<file path="src/rtl/fetch_pkg.sv">
// fetch_pkg
// Types and constants shared by the instruction fetch stage and its
// two-entry output buffer.
//   INSTR_W / ADDR_W : instruction and byte-address widths
//   PC_STEP          : byte increment between sequential instructions
//   fetch_state_t    : RUN (fetching) / ERR (stopped until reset)
//   fetch_entry_t    : one buffered instruction together with its PC
package fetch_pkg;

  localparam int INSTR_W = 32;
  localparam int ADDR_W  = 32;

  localparam logic [ADDR_W-1:0] PC_STEP = 32'd4;

  typedef enum logic {
    RUN = 1'b0,
    ERR = 1'b1
  } fetch_state_t;

  typedef struct packed {
    logic [INSTR_W-1:0] instr;
    logic [ADDR_W-1:0]  pc;
  } fetch_entry_t;

endpackage

</file>
<file path="src/rtl/fetch_fifo.sv">
// fetch_fifo
// Two-entry FIFO between the fetch logic and decode. The head entry is
// presented combinationally; a flush empties the buffer in one edge.
// Ports:
//   clk, rst_n          : clock, synchronous active-low reset
//   push_i, pop_i       : write the entry / drop the head (caller guarantees legality)
//   flush_i             : discard all entries; wins over push and pop
//   wr_instr_i, wr_pc_i : entry to write on push
//   head_instr_o        : instruction at the head
//   head_pc_o           : PC at the head
//   count_o             : number of valid entries (0..2)
module fetch_fifo
  import fetch_pkg::*;
(
  input  logic               clk,
  input  logic               rst_n,
  input  logic               push_i,
  input  logic               pop_i,
  input  logic               flush_i,
  input  logic [INSTR_W-1:0] wr_instr_i,
  input  logic [ADDR_W-1:0]  wr_pc_i,
  output logic [INSTR_W-1:0] head_instr_o,
  output logic [ADDR_W-1:0]  head_pc_o,
  output logic [1:0]         count_o
);

  fetch_entry_t entries_q [2];
  logic         wr_ptr_q;
  logic         rd_ptr_q;
  logic [1:0]   count_q;
  logic [1:0]   count_d;

  always_comb begin
    count_d = count_q;
    if (flush_i) begin
      count_d = 2'd0;
    end else begin
      case ({push_i, pop_i})
        2'b10:   count_d = count_q + 2'd1;
        2'b01:   count_d = count_q - 2'd1;
        default: count_d = count_q;
      endcase
    end
  end

  // Storage is cleared on reset so the head reads as zero until the first push.
  always_ff @(posedge clk) begin
    if (!rst_n) begin
      entries_q[0] <= '0;
      entries_q[1] <= '0;
      wr_ptr_q     <= 1'b0;
      rd_ptr_q     <= 1'b0;
      count_q      <= 2'd0;
    end else begin
      count_q <= count_d;
      if (flush_i) begin
        wr_ptr_q <= 1'b0;
        rd_ptr_q <= 1'b0;
      end else begin
        if (push_i) begin
          entries_q[wr_ptr_q] <= '{instr: wr_instr_i, pc: wr_pc_i};
          wr_ptr_q            <= ~wr_ptr_q;
        end
        if (pop_i) begin
          rd_ptr_q <= ~rd_ptr_q;
        end
      end
    end
  end

  assign head_instr_o = entries_q[rd_ptr_q].instr;
  assign head_pc_o    = entries_q[rd_ptr_q].pc;
  assign count_o      = count_q;

endmodule

</file>
<file path="src/rtl/fetch_unit.sv">
// fetch_unit
// Instruction fetch stage. Owns the PC, drives the instruction memory
// address, captures the returned word and hands {instr, pc} to decode
// through a valid/ready handshake backed by a two-entry buffer.
// Ports:
//   clk, rst_n        : clock, synchronous active-low reset
//   imem_addr         : byte address to instruction memory (= PC register)
//   imem_rdata        : word returned combinationally for imem_addr
//   jump_en           : redirect request
//   jump_target       : redirect byte address
//   out_valid         : buffer head holds an instruction
//   out_ready         : decode accepts the head this cycle
//   out_instr, out_pc : buffer head instruction and its byte address
//   fetch_err         : sticky misaligned-target / PC-out-of-range flag
module fetch_unit
  import fetch_pkg::*;
#(
  parameter logic [31:0] RESET_PC  = 32'h0000_0000,
  parameter int unsigned MEM_BYTES = 1024
) (
  input  logic               clk,
  input  logic               rst_n,
  output logic [ADDR_W-1:0]  imem_addr,
  input  logic [INSTR_W-1:0] imem_rdata,
  input  logic               jump_en,
  input  logic [ADDR_W-1:0]  jump_target,
  output logic               out_valid,
  input  logic               out_ready,
  output logic [INSTR_W-1:0] out_instr,
  output logic [ADDR_W-1:0]  out_pc,
  output logic               fetch_err
);

  localparam logic [ADDR_W-1:0] PC_LAST = ADDR_W'(MEM_BYTES - 4);

  fetch_state_t      state_q, state_d;
  logic [ADDR_W-1:0] pc_q, pc_d;
  logic              err_q, err_d;

  logic       push;
  logic       pop;
  logic       flush;
  logic [1:0] count;
  logic       can_push;
  logic       out_of_range;
  logic       misaligned;

  assign pop          = out_valid && out_ready;
  // A full buffer can still take a word when decode frees the head this edge.
  assign can_push     = (count != 2'd2) || pop;
  // Any wrap of pc+4 past 2^32 lands above PC_LAST first, so this also
  // catches wrap-around before it is ever used as a fetch address.
  assign out_of_range = pc_q > PC_LAST;
  assign misaligned   = jump_target[1:0] != 2'b00;

  always_ff @(posedge clk) begin
    if (!rst_n) begin
      state_q <= RUN;
      pc_q    <= RESET_PC;
      err_q   <= 1'b0;
    end else begin
      state_q <= state_d;
      pc_q    <= pc_d;
      err_q   <= err_d;
    end
  end

  // Redirect outranks the range check, so a jump rescues an exhausted PC.
  always_comb begin
    state_d = state_q;
    case (state_q)
      RUN: begin
        if (jump_en) begin
          if (misaligned) state_d = ERR;
        end else if (out_of_range) begin
          state_d = ERR;
        end
      end
      ERR:     state_d = ERR;
      default: state_d = RUN;
    endcase
  end

  always_comb begin
    pc_d  = pc_q;
    err_d = err_q;
    push  = 1'b0;
    flush = 1'b0;
    if (state_q == RUN) begin
      if (jump_en) begin
        flush = 1'b1;
        if (misaligned) begin
          err_d = 1'b1;
        end else begin
          pc_d = jump_target;
        end
      end else if (out_of_range) begin
        err_d = 1'b1;
      end else if (can_push) begin
        push = 1'b1;
        pc_d = pc_q + PC_STEP;
      end
    end
  end

  fetch_fifo u_fifo (
    .clk          (clk),
    .rst_n        (rst_n),
    .push_i       (push),
    .pop_i        (pop),
    .flush_i      (flush),
    .wr_instr_i   (imem_rdata),
    .wr_pc_i      (pc_q),
    .head_instr_o (out_instr),
    .head_pc_o    (out_pc),
    .count_o      (count)
  );

  assign imem_addr = pc_q;
  assign out_valid = count != 2'd0;
  assign fetch_err = err_q;

endmodule
</file>
<file path="config.mk">
export PLATFORM = sky130hd
export DESIGN_NAME = fetch_unit
export DESIGN_NICKNAME = d
export VERILOG_FILES = /design/src/rtl/fetch_pkg.sv /design/src/rtl/fetch_fifo.sv /design/src/rtl/fetch_unit.sv
export SDC_FILE = /design/constraint.sdc
export NUM_CORES = 1
export LEC_CHECK = 0
export BUFFER_PORTS_ARGS = -buffer_cell sky130_fd_sc_hd__buf_2
export CORE_MARGIN = 10
export CORE_UTILIZATION = 35
export DETAILED_ROUTE_END_ITERATION = 10
export PLACE_DENSITY = 0.58
export SYNTH_ARGS = -nofsm -noshare
export SYNTH_HDL_FRONTEND = slang
export SYNTH_HIERARCHICAL = 1
export SYNTH_SLANG_ARGS = --single-unit
export TNS_END_PERCENT = 50
</file>
<file path="constraint.sdc">
create_clock -name clk -period 4.5 [get_ports clk]
set_input_delay 0.225 -clock clk [delete_from_list [all_inputs] [get_ports clk]]
set_output_delay 0.225 -clock clk [all_outputs]
set_load 0.01 [all_outputs]
</file>
=== Word level (Yosys, flattened, before mapping) ===
Memory sizes are Yosys's and may differ from the RTL's. A register that Yosys moved wholly into a read port is not among the register bits.
Cells that the tools add are included.

* Memories kept: 1
* Bits in registers: 38
* Input port bits: 68
* Logic and storage cells: 60
* Output and inout port bits: 98
* RAM bits: 128

* Equal/unequal tests: 6
* Magnitude comparators: 1
* Add/subtract/negate cells: 3
* Bitwise gates (word level): 4
* Reductions and logical operators: 11
* Mux-type cells: 28

{| class="wikitable"
|+ Memories
! name !! words !! width !! rd ports !! clocked after Yosys merged registers in !! wr ports !! RTL line !! source
|-
| u_fifo.entries_q || 2 || 64 || 1 || 1 || 2 || fetch_fifo.sv:27 || <nowiki>fetch_entry_t entries_q [2];</nowiki>
|}

{| class="wikitable"
|+ Operators by type and width
! cell !! count
|-
| two-way mux 32 bit || 4
|-
| two-way mux 64 bit || 1
|-
| OR reduction 64 bit || 1
|-
| adder 32 x 3 -> 32 bit (second input constant) || 1
|-
| greater-than comparator 32 x 10 -> 1 bit (second input constant) || 1
|-
| two-way mux 1 bit || 21
|-
| nonzero test 2 bit || 5
|-
| inequality test 2 bit (second input constant) || 3
|-
| inverter 1 bit || 4
|-
| one-hot mux 2 bit (2 select lines) || 1
|-
| AND reduction 4 bit || 1
|-
| AND reduction 3 bit || 1
|-
| adder 2 x 1 -> 2 bit (second input constant) || 1
|-
| == test 2 x 1 -> 1 bit (second input constant) || 1
|-
| == test 2 bit (second input constant) || 1
|-
| inequality test 2 x 1 -> 1 bit (second input constant) || 1
|-
| one-hot mux 1 bit (2 select lines) || 1
|-
| OR reduction 2 bit || 1
|-
| subtractor 2 x 1 -> 2 bit (second input constant) || 1
|-
| logical AND 1 bit || 1
|-
| logical OR 1 bit || 1
|}

=== Longest topological paths before layout ===
* Word-level depth: 13
* Depth in mapped cells: 11
* Mapped depth without buffers: 11

=== Modules after synthesis ===
Netlist, hierarchy kept.

{| class="wikitable"
|+ Modules (own cells, without submodules)
! module !! sequential area each (um^2) !! area an instance (um^2) !! times used !! cells each
|-
| fetch_fifo || 3943.8 || 5759.3 || 1 || 380
|-
| fetch_unit || 680.7 || 1910.6 || 1 || 242
|}

=== Worst setup path after synthesis ===
No wires, ideal clock.

* Path kind: register to register
* From: reg pc_q[2], in the netlist imem_addr[2]
* To: mem u_fifo/entries_q[0][0] in the netlist's numbering (enable)
* Required time: 4006 ps
* Path slack: -268 ps
* Library setup time: 494 ps
* Arrival time: 4275 ps
* Buffers on the path: 0
* Stages on the path, launching flop included: 9
* Clock period less this slack: 4768 ps
* Cells stage by stage: dfxtp_1 > ha_1 > and3_1 > o211ai_1 > nor3b_2 > nand2_1 > inv_1 > nand2b_1 > o21ai_1

{| class="wikitable"
|+ RTL lines
! element !! RTL line !! source
|-
| start, declared || fetch_unit.sv:37 || <nowiki>logic [ADDR_W-1:0] pc_q, pc_d;</nowiki>
|-
| start signal, assigned || fetch_unit.sv:63 || <nowiki>pc_q <= pc_d;</nowiki>
|-
| end, declared || fetch_fifo.sv:27 ||
|}

==> metrics.md <==
| Metric | Value |
|---|---|
| Layout Cell Area excl Fill | `a little over 9000 um^2` |
| Die ar. | `~28,000 um^2` |
| Drt via density | `5.18` |
| Number of nets at the end of the flow | `837` |
| DR iter-0 viols | `434` |
| Initial antenna violation count | `1` |
| Largest net degree at the start of global routing | `about 130` |
| Setup CP Type | `flip-flop to flip-flop` |
| Via Count | `5,501` |
| Seq/Total Area, Yosys | `0.603` |
| Slew Limit Headroom | `0.292` |
| Initial Utilization | `0.354` |
| Final Max Tran Viols | `0` |
| CTS tree | `built` |
| Top_reg_cell synth | `edfxtp_1` |
| Syn Area/Cell | `12.3 um^2` |
| Clock root cell | `clkbuf_16` |
| Endpoint class of the critical path | `flip-flop` |
| Dominant cell type by area after synthesis | `edfxtp_1` |
| Total gr overflow | `0` |
| Worst-path clk slew | `60 ps` |
| TNS Setup | `0 ps` |
| WL final | `~21,000 um` |
| GRT Util Overall | `0.146` |
| Cts repair resizes | `0` |
| PortBufs | `165` |
| Top cell type's share of synthesized area | `0.501` |
| CTS Buffer Depth | `2` |
| First-pass DRT Iterations | `4` |
| Outcome | `complete, no violations` |
| Crit share post-route | `0.646` |
| Synth Register Bits | `167` |
| Peak supply drop | `0.000237 V` |
| Worst EP required | `4590 ps` |
| Placer congestion estimate | `0.834` |
| Pwr/cell area | `410 nW/um^2` |
| Unrepaired setup endpoints after global routing | `false` |
| Clock Latency Late Sink | `between 400 and 500 ps` |
| Fmax | `344 MHz` |
| Setup WS post-layout | `1590 ps` |
| # H-tree levels | `4` |
| DRC Markers | `0` |
| Post-CTS setup buffers | `0` |
| Synthesized cell area | `7670 um^2` |
| ANT nets after route | `0` |
| Die height | `168 um` |
| Most common cell in the synthesized netlist | `and3_1` |
| Worst slew pin tran | `1060 ps` |
| Ranking of synthesized cells by area | `edfxtp_1 50%, and3_1 11%, dfxtp_1 10%, mux2_1 9.4%, buf_2 2.3%` |
| Yosys cell types | `58` |
| Worst min path class | `input pin to flip-flop` |
| P&R area growth vs syn | `21.5%` |
| Cts bufs inserted | `17` |
| Number of synthesized flops with an enable pin | `128` |
| # hold bufs at CTS | `0` |
| Pre-CTS worst setup slack | `1240 ps` |
| Maxcap violations | `0` |
| Mapped Cells | `622` |
| Tmin final | `2910 ps` |
| P_leak | `~4.2 nW` |
| Final Hold Viols | `0` |
| First-pass GRT wire length | `32,800 um` |
| Die width | `168 um` |
| Pwr Total | `0.00382 W` |
| Top-Level Pins | `166` |
| Synthesis Warnings | `6` |
| Vias in the first global route | `5,549` |
| Clk_skew | `10.9 ps` |
| Clk sinks | `167` |
| Commonest cells post-synth | `132 x and3_1, 128 x edfxtp_1, 64 x mux2_1` |
| Core area | `21,700 um^2` |
| Layout cells sized above 1 | `0.287` |
| Routed length per instance | `19.9 um` |
| Arrival time at the worst endpoint | `3000 ps` |
| Startpoint Class | `flip-flop` |
| Syn nets | `692` |
| Crit path max fanout | `50` |
| DP HPWL | `13,800 um` |
| Row count | `54` |
| Placement Cell Area | `8710 um^2` |
| Number of setup violations in the final report | `0` |
| Fraction of synthesis flops using an asynchronous set or reset pin | `0` |
power by group:
| part | leakage [nW] | internal, W | switching (W) |
|---|---|---|---|
| sequential | 1.65 | 0.00176 | 0.0000773 |
| combinational | 2.29 | 0.000185 | 0.000297 |
| clock | 0.282 | 0.000879 | 0.000619 |
registers in the layout (all words and copies together), names as in the netlist, named ones only:
register and flops:
fetch_err 1, imem_addr 32, u_fifo/rd_ptr_q 1, u_fifo/count_o 2
u_fifo/wr_ptr_q 1, state_q 1, u_fifo/entries_q 128
worst max-delay path, stage by stage, from the launching register on:
cell,delay [ps]
dfxtp_1,370
ha_1,270
and3_1,220
o211ai_1,110
nor3b_2,330
nand2_1,160
inv_1,150
nand2b_1,120
o21ai_4,460
buf_12,340
metal layers:
| metal | vias up | routed length (um) | global-route usage |
|---|---|---|---|
| li1 | 2637 | - | - |
| met1 | 2659 | 9480 | 0.189 |
| met2 | 183 | 9850 | 0.232 |
| met3 | 22 | 1500 | 0.0433 |
| met4 | 0 | 327 | 0.0401 |
| met5 | - | 0 | 0 |
final timing paths:
check / end / slack (ps) / from / cells past startpoint
hold / removal: imem_addr[15] / 50 / jump_target[15] / 3
setup reg to reg: u_fifo/entries_q[0][51] / 1590 / imem_addr[2] / 9
hold reg to reg: fetch_err / 490 / fetch_err / 2
setup / recovery: u_fifo/entries_q[0][51] / 1590 / imem_addr[2] / 9
placed cells by master (no fill, tap or decap), types with 3 or more instances in the layout:
cell type,n
buf_2,165
and3_1,132
edfxtp_1,128
mux2_1,64
dfxtp_1,38
nand2_1,37
nand3_1,22
nor2_1,21
a21oi_1,20
o21ai_0,19
clkbuf_16,17
inv_1,7
nor4_1,6
o31ai_1,6
buf_4,6
o21a_1,5
mux2i_1,5
a31oi_1,4
inv_6,4
nor3_1,3
nand4_1,3
and4_1,3
or3_1,3
nand2b_1,3
bufinv_16,3
clkinvlp_4,3
cell families after synthesis:
family          share of synthesized area
compound gates                     0.0582
buf+inv                            0.0383
simple gates                        0.192
mux                                 0.102
xor+xnor                          0.00343
flops                               0.603
fa+ha+maj                         0.00326
layout make-up:
class,count,area [um^2]
Clock buffer,18,429
Multi-Input combinational cell,399,2790
Antenna cell,1,2.50
Sequential cell,167,4630
Tap cell,280,350
Inverter,9,33.8
Clock inverter,14,174
Fill cell,2058,12400
Timing Repair Buffer,173,911
through the flow:
stage	utilization	cells	hold slack, ps
final	0.430	1061	50.1
after global routing	0.430	1061	62.2
after CTS	0.430	1060	30.9
after detailed placement	0.402	1028	475
after global placement	0.402	1028	470
after floorplan	-	622	358
No activity file was read; power rests on OpenSTA's default activity.
